## src/rtl/blink_meter_pkg.sv

```systemverilog
// Shared definitions for the blink/heartbeat family: meter FSM state encodings
// and default parameter values. The meter uses the same encodings as the
// blinker/heartbeat generators so debug state reads the same across blocks.
package blink_meter_pkg;

    localparam int DEF_CNT_W       = 26;
    localparam int DEF_TIMEOUT     = 33554432;
    localparam int DEF_SYNC_STAGES = 2;

    typedef enum logic [0:0] {
        WAIT_RISE = 1'b0,
        MEASURE   = 1'b1
    } meter_state_t;

endpackage

```

## src/rtl/blink_meter_sync_edge.sv

```systemverilog
// sync_edge: brings an asynchronous input into the clk domain through a flop
// chain and flags the first synchronized cycle of each rising edge.
// Ports:
//   clk, rst    system clock, synchronous active-high reset
//   i_sig       asynchronous input
//   o_sig_s     synchronized level (last chain stage)
//   o_rise      one-cycle pulse: o_sig_s high now, low the cycle before
module sync_edge
    import blink_meter_pkg::*;
#(
    parameter int SYNC_STAGES = DEF_SYNC_STAGES
) (
    input  logic clk,
    input  logic rst,
    input  logic i_sig,
    output logic o_sig_s,
    output logic o_rise
);

    logic [SYNC_STAGES-1:0] r_sync;
    logic                   r_sig_d;

    always_ff @(posedge clk) begin
        if (rst) begin
            r_sync  <= '0;
            r_sig_d <= 1'b0;
        end else begin
            r_sync  <= {r_sync[SYNC_STAGES-2:0], i_sig};
            r_sig_d <= r_sync[SYNC_STAGES-1];
        end
    end

    assign o_sig_s = r_sync[SYNC_STAGES-1];
    assign o_rise  = r_sync[SYNC_STAGES-1] & ~r_sig_d;

endmodule

```

## src/rtl/blink_meter.sv

```systemverilog
// blink_meter: measures a slow external square wave. Reports the period and the
// high time (both in clk cycles) of each complete period, and flags a stall
// when no rising edge arrives for TIMEOUT cycles.
// Ports:
//   clk, rst     system clock, synchronous active-high reset
//   sig_in       asynchronous square-wave input
//   out_period   cycles between the two most recent rising edges
//   out_high     cycles the line was high within that period
//   out_valid    result valid, held until accepted
//   out_ready    consumer accepts the result
//   overrun      sticky: a new result was dropped because one was still pending
//   stalled      no rising edge for TIMEOUT cycles
//   o_dbg_state  current FSM state
//
// Handshake: a result transfers on any edge where out_valid && out_ready.
// out_period/out_high never change while out_valid is high unless the pending
// result is accepted on that same edge, in which case the new result replaces
// it and out_valid stays high.
module blink_meter
    import blink_meter_pkg::*;
#(
    parameter int CNT_W       = DEF_CNT_W,
    parameter int TIMEOUT     = DEF_TIMEOUT,
    parameter int SYNC_STAGES = DEF_SYNC_STAGES
) (
    input  logic             clk,
    input  logic             rst,
    input  logic             sig_in,
    output logic [CNT_W-1:0] out_period,
    output logic [CNT_W-1:0] out_high,
    output logic             out_valid,
    input  logic             out_ready,
    output logic             overrun,
    output logic             stalled,
    output meter_state_t     o_dbg_state
);

    localparam logic [CNT_W-1:0] IDLE_LAST = CNT_W'(TIMEOUT - 1);
    localparam logic [CNT_W-1:0] ONE       = CNT_W'(1);

    logic             w_sig_s;
    logic             w_rise;
    logic             w_timeout;
    logic             w_publish;
    meter_state_t     r_state;
    meter_state_t     w_state_nxt;
    logic [CNT_W-1:0] r_period_cnt;
    logic [CNT_W-1:0] r_high_cnt;
    logic [CNT_W-1:0] r_idle_cnt;

    sync_edge #(
        .SYNC_STAGES(SYNC_STAGES)
    ) u_sync_edge (
        .clk    (clk),
        .rst    (rst),
        .i_sig  (sig_in),
        .o_sig_s(w_sig_s),
        .o_rise (w_rise)
    );

    // A rise restarts the idle count, so it always wins over a timeout.
    assign w_timeout = (r_idle_cnt == IDLE_LAST) && !w_rise;

    always_ff @(posedge clk) begin
        if (rst) begin
            r_state <= WAIT_RISE;
        end else begin
            r_state <= w_state_nxt;
        end
    end

    always_comb begin
        w_state_nxt = r_state;
        w_publish   = 1'b0;
        case (r_state)
            WAIT_RISE: begin
                if (w_rise) w_state_nxt = MEASURE;
            end
            MEASURE: begin
                // A rise closes the running period and opens the next one.
                if (w_rise) w_publish = 1'b1;
            end
        endcase
        if (w_timeout) w_state_nxt = WAIT_RISE;
    end

    assign o_dbg_state = r_state;

    // The rise cycle itself counts as the first cycle (and first high cycle)
    // of the new period, so a steady H/L wave yields period=H+L, high=H.
    always_ff @(posedge clk) begin
        if (rst) begin
            r_period_cnt <= '0;
            r_high_cnt   <= '0;
        end else if (w_rise) begin
            r_period_cnt <= ONE;
            r_high_cnt   <= ONE;
        end else if (w_timeout) begin
            r_period_cnt <= '0;
            r_high_cnt   <= '0;
        end else if (r_state == MEASURE) begin
            r_period_cnt <= r_period_cnt + ONE;
            r_high_cnt   <= r_high_cnt + {{(CNT_W-1){1'b0}}, w_sig_s};
        end
    end

    // Idle count saturates at TIMEOUT-1 so it cannot wrap while stalled.
    always_ff @(posedge clk) begin
        if (rst) begin
            r_idle_cnt <= '0;
            stalled    <= 1'b0;
        end else if (w_rise) begin
            r_idle_cnt <= '0;
            stalled    <= 1'b0;
        end else begin
            if (r_idle_cnt != IDLE_LAST) r_idle_cnt <= r_idle_cnt + ONE;
            if (w_timeout) stalled <= 1'b1;
        end
    end

    // A stall leaves a pending result untouched; only the consumer clears it.
    always_ff @(posedge clk) begin
        if (rst) begin
            out_period <= '0;
            out_high   <= '0;
            out_valid  <= 1'b0;
            overrun    <= 1'b0;
        end else if (w_publish && (!out_valid || out_ready)) begin
            out_period <= r_period_cnt;
            out_high   <= r_high_cnt;
            out_valid  <= 1'b1;
        end else begin
            if (w_publish) overrun <= 1'b1;
            if (out_valid && out_ready) out_valid <= 1'b0;
        end
    end

endmodule

```

## config.mk

```make
export PLATFORM = sky130hd
export DESIGN_NAME = blink_meter
export DESIGN_NICKNAME = d
export VERILOG_FILES = /design/src/rtl/blink_meter_pkg.sv /design/src/rtl/blink_meter_sync_edge.sv /design/src/rtl/blink_meter.sv
export SDC_FILE = /design/constraint.sdc
export NUM_CORES = 1
export LEC_CHECK = 0
export CORE_MARGIN = 2
export CORE_UTILIZATION = 45
export DETAILED_ROUTE_END_ITERATION = 10
export GPL_ROUTABILITY_DRIVEN = 0
export PLACE_DENSITY = 0.67
export RECOVER_POWER = 50
export SLEW_MARGIN = 10
export SYNTH_ARGS = -nofsm -noshare
export SYNTH_HDL_FRONTEND = slang
export SYNTH_HIERARCHICAL = 1
export SYNTH_SLANG_ARGS = --single-unit
```

## constraint.sdc

```tcl
create_clock -name clk -period 2.9 [get_ports clk]
set_input_delay 0.725 -clock clk [delete_from_list [all_inputs] [get_ports clk]]
set_output_delay 0.725 -clock clk [all_outputs]
set_load 0.005 [all_outputs]
```

# Word-level counts from Yosys, hierarchy flattened
# Cells that the tools add are included.
# Widths: inputs -> output; s select.
dict set report word_totals {
  output_inout_bits 56
  input_bits 4
  ff_bits 137
  word_cells 44
}
dict set report classes {
  muxes 11
  eq_ne 2
  n_reduce_logical 12
  n_bitwise 3
  add_sub_neg 3
}
# op n
set ops {}
lappend ops {{$add 26x1->26 const B} 2}
lappend ops {{$add 26x1->26} 1}
lappend ops {{$eq 26x25->1 const B} 1}
lappend ops {{$ne 26x25->1 const B} 1}
lappend ops {{$mux 1} 11}
lappend ops {{$reduce_or 2->1} 2}
lappend ops {{$logic_and 1x1->1} 3}
lappend ops {{$reduce_bool 3->1} 1}
lappend ops {{$reduce_or 3->1} 1}
lappend ops {{$logic_not 1->1} 2}
lappend ops {{$not 1->1} 2}
lappend ops {{$reduce_and 2->1} 1}
lappend ops {{$reduce_bool 2->1} 1}
lappend ops {{$and 1x1->1} 1}
lappend ops {{$logic_or 1x1->1} 1}

# Logic depth before layout (Yosys ltp)
dict set report logic_depth {
  depth_word 7
  mapped_depth 8
  ltp_nobuf 7
}

# Hierarchy
# The synthesis kept the hierarchy.
# mod area_per_inst_um2 cells_per_inst instances seq_area_each_um2
set by_module_without_submodules {}
lappend by_module_without_submodules {blink_meter 5484.0 649 1 2682.6}
lappend by_module_without_submodules {sync_edge 87.6 7 1 60.1}

# Least setup slack after synthesis
# Ideal clock, no wire load.
dict set report synth_timing {
  path_type {register to register}
  from {reg r_idle_cnt[17]}
  to {reg r_idle_cnt[10]}
  path_slack_ps 1165
  required_ps 2776
  synth_period_minus_slack_ps 1735
  path_stages_with_launch 7
  arrival_ps 1610
  setup_ps 124
  n_path_buf 1
  path_cell_list {dfxtp_1 -> nand4_4 -> or4_1 -> clkbuf_1 -> o211ai_1 -> xor2_1 -> nor2_1}
}
dict set report synth_via {
  elab_chain_cells 1
}
# element line_no
set synth_rtl {}
lappend synth_rtl {{start: declaration} blink_meter.sv:49} ;# logic [CNT_W-1:0] r_idle_cnt;
lappend synth_rtl {{start signal: assignment} blink_meter.sv:116} ;# if (r_idle_cnt != IDLE_LAST) r_idle_cnt <= r_idle_cnt + ONE;
lappend synth_rtl {{$ne 26x25->1} blink_meter.sv:116}
# Every way passes these cells.
# A chain may end at the register's enable or synchronous reset.

# Final worst setup path
dict set report layout_timing {
  from {in out_ready}
  to {reg out_high[19]}
}
dict set report layout_via {
  elab_chain_cells 2
}
# element line_no
set layout_rtl {}
lappend layout_rtl {{start: declaration} blink_meter.sv:32} ;# input logic out_ready,
lappend layout_rtl {{$logic_or 1x1->1} blink_meter.sv:128} ;# end else if (w_publish && (!out_valid || out_ready)) begin
lappend layout_rtl {{$logic_and 1x1->1} blink_meter.sv:128}
lappend layout_rtl {{end signal: assignment} blink_meter.sv:130} ;# out_high <= r_high_cnt;
lappend layout_rtl {{end: declaration} blink_meter.sv:30} ;# output logic [CNT_W-1:0] out_high,
# Every way passes these cells.

==> reports/metrics.cfg <==
[logic_synthesis]
synth_seq_cells = 137
synthArstFlopShare_pct = 0
yosysWarnings = 6
syn_area_per_cell_sq_um = 8.493
synth_nets = 664
ys.flop_type = dfxtp_1
seq_area_frac_synth_pct = 49.23
synthesis.area_sq_um = 5572
synth_cell_type_count = 47
synth_edf_count = 0
postSynthCellCount = 656

[worst_setup_path]
slowest_stage = clkbuf_2
cp.required_ns = 3.22
reg2reg_slack_ns = 0.76
critPathKind = input pin to register
cp.depth = 6
critPathLaunchType = input pin
crit_path_start = out_ready
crit_buf_inv = 2
worstPathArrival_ns = 2.51
r2r_cells = 8
path_cells = clkdlybuf4s50_1, nand2b_1, nand3_2, clkbuf_2, nand2_1, a21oi_1
end_kind = register
cp-endpoint = out_high[19]
reg2reg_from = r_idle_cnt[0]
critPathTopFamily = buffers and inverters
crit_path_max_fanout = 52
r2r_end = r_period_cnt[6]
cp_slowest_stage_delay_ns = 0.79

[floorplanning]
start_util_pct = 46.19
dieWidth_um = 115.3
row_count = 40
die_area_sq_um = 13290
die_y_um = 115.3
ioPinCount = 60
fp.coreArea_sq_um = 12060

[finish]
syn_to_final_growth_pct = 24.64
post_route_cells_drive_above_1_share_pct = 7.703
antenna_cells = 0
n_fill_cell = 1102
fin_nets = 722
fin_util_pct = 57.57

[pwr]
irDropWorstVdd_mv = 0.3159
power_density_nw_per_um2 = 621.8
totalPowerFinal_mw = 4.318
power_leakage_nw = 2.410

[sta]
setup_tns_ns = 0
fmaxAchievable_mhz = 457.5
worst_slew_pin_slew_ns = 1.052
min_period_ns = 2.186
skew_ns = 0.007560
fin_crit_sh_pct = 75.37
timing.final.hold_violations = 0
fin_ws_ns = 0.7142
final_max_slew_viol_count = 0
rsz0062_at_grt = false
setup_viol = 0
max_slew_margin_pct = 29.87

[routing]
route.detailed.drc = 0
vias_per_cell = 5.126
via_count = 4588
detail_route.wirelength_mm = 11.72
final_antenna_net_count = 0
firstDrtPassIters = 4
drtIter0Drc = 205
wl_per_cell_um = 13.10

[clocking]
cts_tree = yes
clock_sinks = 137
cts-resized-gates = 0
post_cts_buffers = 0
clock_latency_ns = 0.41
cts_max_path_buffers = 2
htree_levels = 4
clk_pin_slew_ns = 0.06
cts_buffers = 17
holdBufCountCts = 0
cts-root-buf = clkbuf_16

[place]
dpl.hpwl_mm = 7.810
numPortBuffers = 59
preCtsSetupSlack_ns = 0.6061

[grt]
grt_max_degree = 53
grt_usage_pct = 18.71
overflow = 0
grt_pass1_wl_mm = 20.02
grt_antenna_before_repair = 0
grt_pass1_vias = 4398

[run_status]
status = finished, final reports clean

[run]
maxCapViolCount = 0

[min_path]
hold_class = register to register

-- tightest hold or removal path: cells and delay by family, from the launching register on --
kind | cells | cell delay, ns
flops | 1 | 0.30
simple gates | 1 | 0.05
compound gates | 1 | 0.05
-- worst min path at each step --
stage,start,to,slack (ns),cells past startpoint
after floorplan,u_sync_edge/r_sync[0],u_sync_edge/r_sync[1],0.41,1
after global placement,out_period[25],out_period[25],0.44,2
after detailed placement,out_period[11],out_period[11],0.45,2
after CTS,out_period[11],out_period[11],0.46,2
after global routing,out_period[11],out_period[11],0.47,2
final,out_high[10],out_high[10],0.45,2
-- synth_stat cells (5+ instances only) --
cell type / n / area share [%]
nand4_1: 28 / 3.1
nand3_1: 19 / 1.7
inv_1: 10 / 0.67
xnor2_1: 36 / 5.7
nor3_1: 5 / 0.45
and3_1: 7 / 0.79
nand2_1: 133 / 9.0
nor2_1: 95 / 6.4
a21oi_1: 66 / 5.9
buf_2: 7 / 0.63
dfxtp_1: 137 / 49
a31oi_1: 5 / 0.56
and4_1: 7 / 1.1
xor2_1: 31 / 4.9
clkbuf_1: 21 / 1.4
-- cell usage in the layout, fill, tap and decap left out, types with 2 or more instances in the layout --
| cell | instances |
|---|---|
| dlygate4sd3_1 | 20 |
| or2_2 | 2 |
| xnor2_1 | 36 |
| o21ai_0 | 2 |
| a2111oi_0 | 2 |
| inv_1 | 10 |
| clkbuf_2 | 2 |
| clkdlybuf4s50_1 | 38 |
| o211ai_1 | 2 |
| nand2_1 | 134 |
| buf_4 | 9 |
| nand3_1 | 18 |
| clkbuf_1 | 3 |
| nor2b_1 | 4 |
| nor2_1 | 94 |
| bufinv_16 | 5 |
| nand4_1 | 29 |
| and3_2 | 2 |
| a31oi_1 | 5 |
| a21oi_1 | 66 |
| clkbuf_16 | 17 |
| a211oi_1 | 2 |
| a21boi_0 | 2 |
| xor2_1 | 31 |
| and3_1 | 7 |
| nor3_1 | 5 |
| mux2i_1 | 2 |
| ha_1 | 4 |
| clkinv_2 | 3 |
| and4_1 | 7 |
| dfxtp_1 | 137 |
| clkinvlp_4 | 3 |
| nor4_1 | 4 |
-- metal layers --
metal	global-route usage, %	up-vias	part of all wire (%)
met3	4.586	12	3.2
met4	7.470	0	1.1
met1	22.05	2176	45
met5	0	-	0
met2	32.71	83	50
li1	-	2317	-
-- cell type report --
| class | instances | area [sq um] | area share, % |
|---|---|---|---|
| Clock buffer | 20 | 446.7 | 6.432 |
| Clock inverter | 12 | 196.4 | 2.829 |
| Inverter | 10 | 37.54 | 0.5405 |
| Multi-Input combinational cell | 477 | 2629 | 37.86 |
| Sequential cell | 137 | 2743 | 39.50 |
| Tap cell | 168 | 210.2 | 3.027 |
| Timing Repair Buffer | 71 | 681.9 | 9.820 |
-- stage by stage --
stage / instance area, sq um / std cells / hold slack [ns]
4_1_cts: 6980 / 895 / 0.4550
3_5_place_dp: 6337 / 863 / 0.4469
3_3_place_gp: 6337 / 863 / 0.4433
2_1_floorplan: 5572 / 656 / 0.4138
5_1_grt: 6944 / 895 / 0.4679
6_report: 6944 / 895 / 0.4493
-- power breakdown --
| part | leakage [nW] | internal (mW) | switching (mW) | total [mW] |
|---|---|---|---|---|
| Combinational | 1.00 | 0.0229 | 0.0544 | 0.0773 |
| Clock | 0.306 | 1.55 | 0.795 | 2.34 |
| Sequential | 1.10 | 1.89 | 0.00911 | 1.90 |
| Total | 2.41 | 3.46 | 0.858 | 4.32 |
-- flip-flops by register name, summed over array words and instances (netlist names) --
name	flops
o_dbg_state	1
out_high	26
out_period	26
out_valid	1
overrun	1
r_high_cnt	26
r_idle_cnt	26
r_period_cnt	26
stalled	1
u_sync_edge/r_sig_d	1
u_sync_edge/r_sync	2
-- logic make-up (layout without fill, tap and decap cells) --
group | count (synthesis) | count (layout) | synth area share (%)
flops | 137 | 137 | 49.23
compound gates | 86 | 86 | 9.072
fa+ha+maj | 4 | 4 | 0.8983
mux | 3 | 3 | 0.5614
xor+xnor | 67 | 67 | 10.53
buf+inv | 42 | 113 | 3.279
simple gates | 317 | 317 | 26.43
Power figures use the tool's default switching activity.
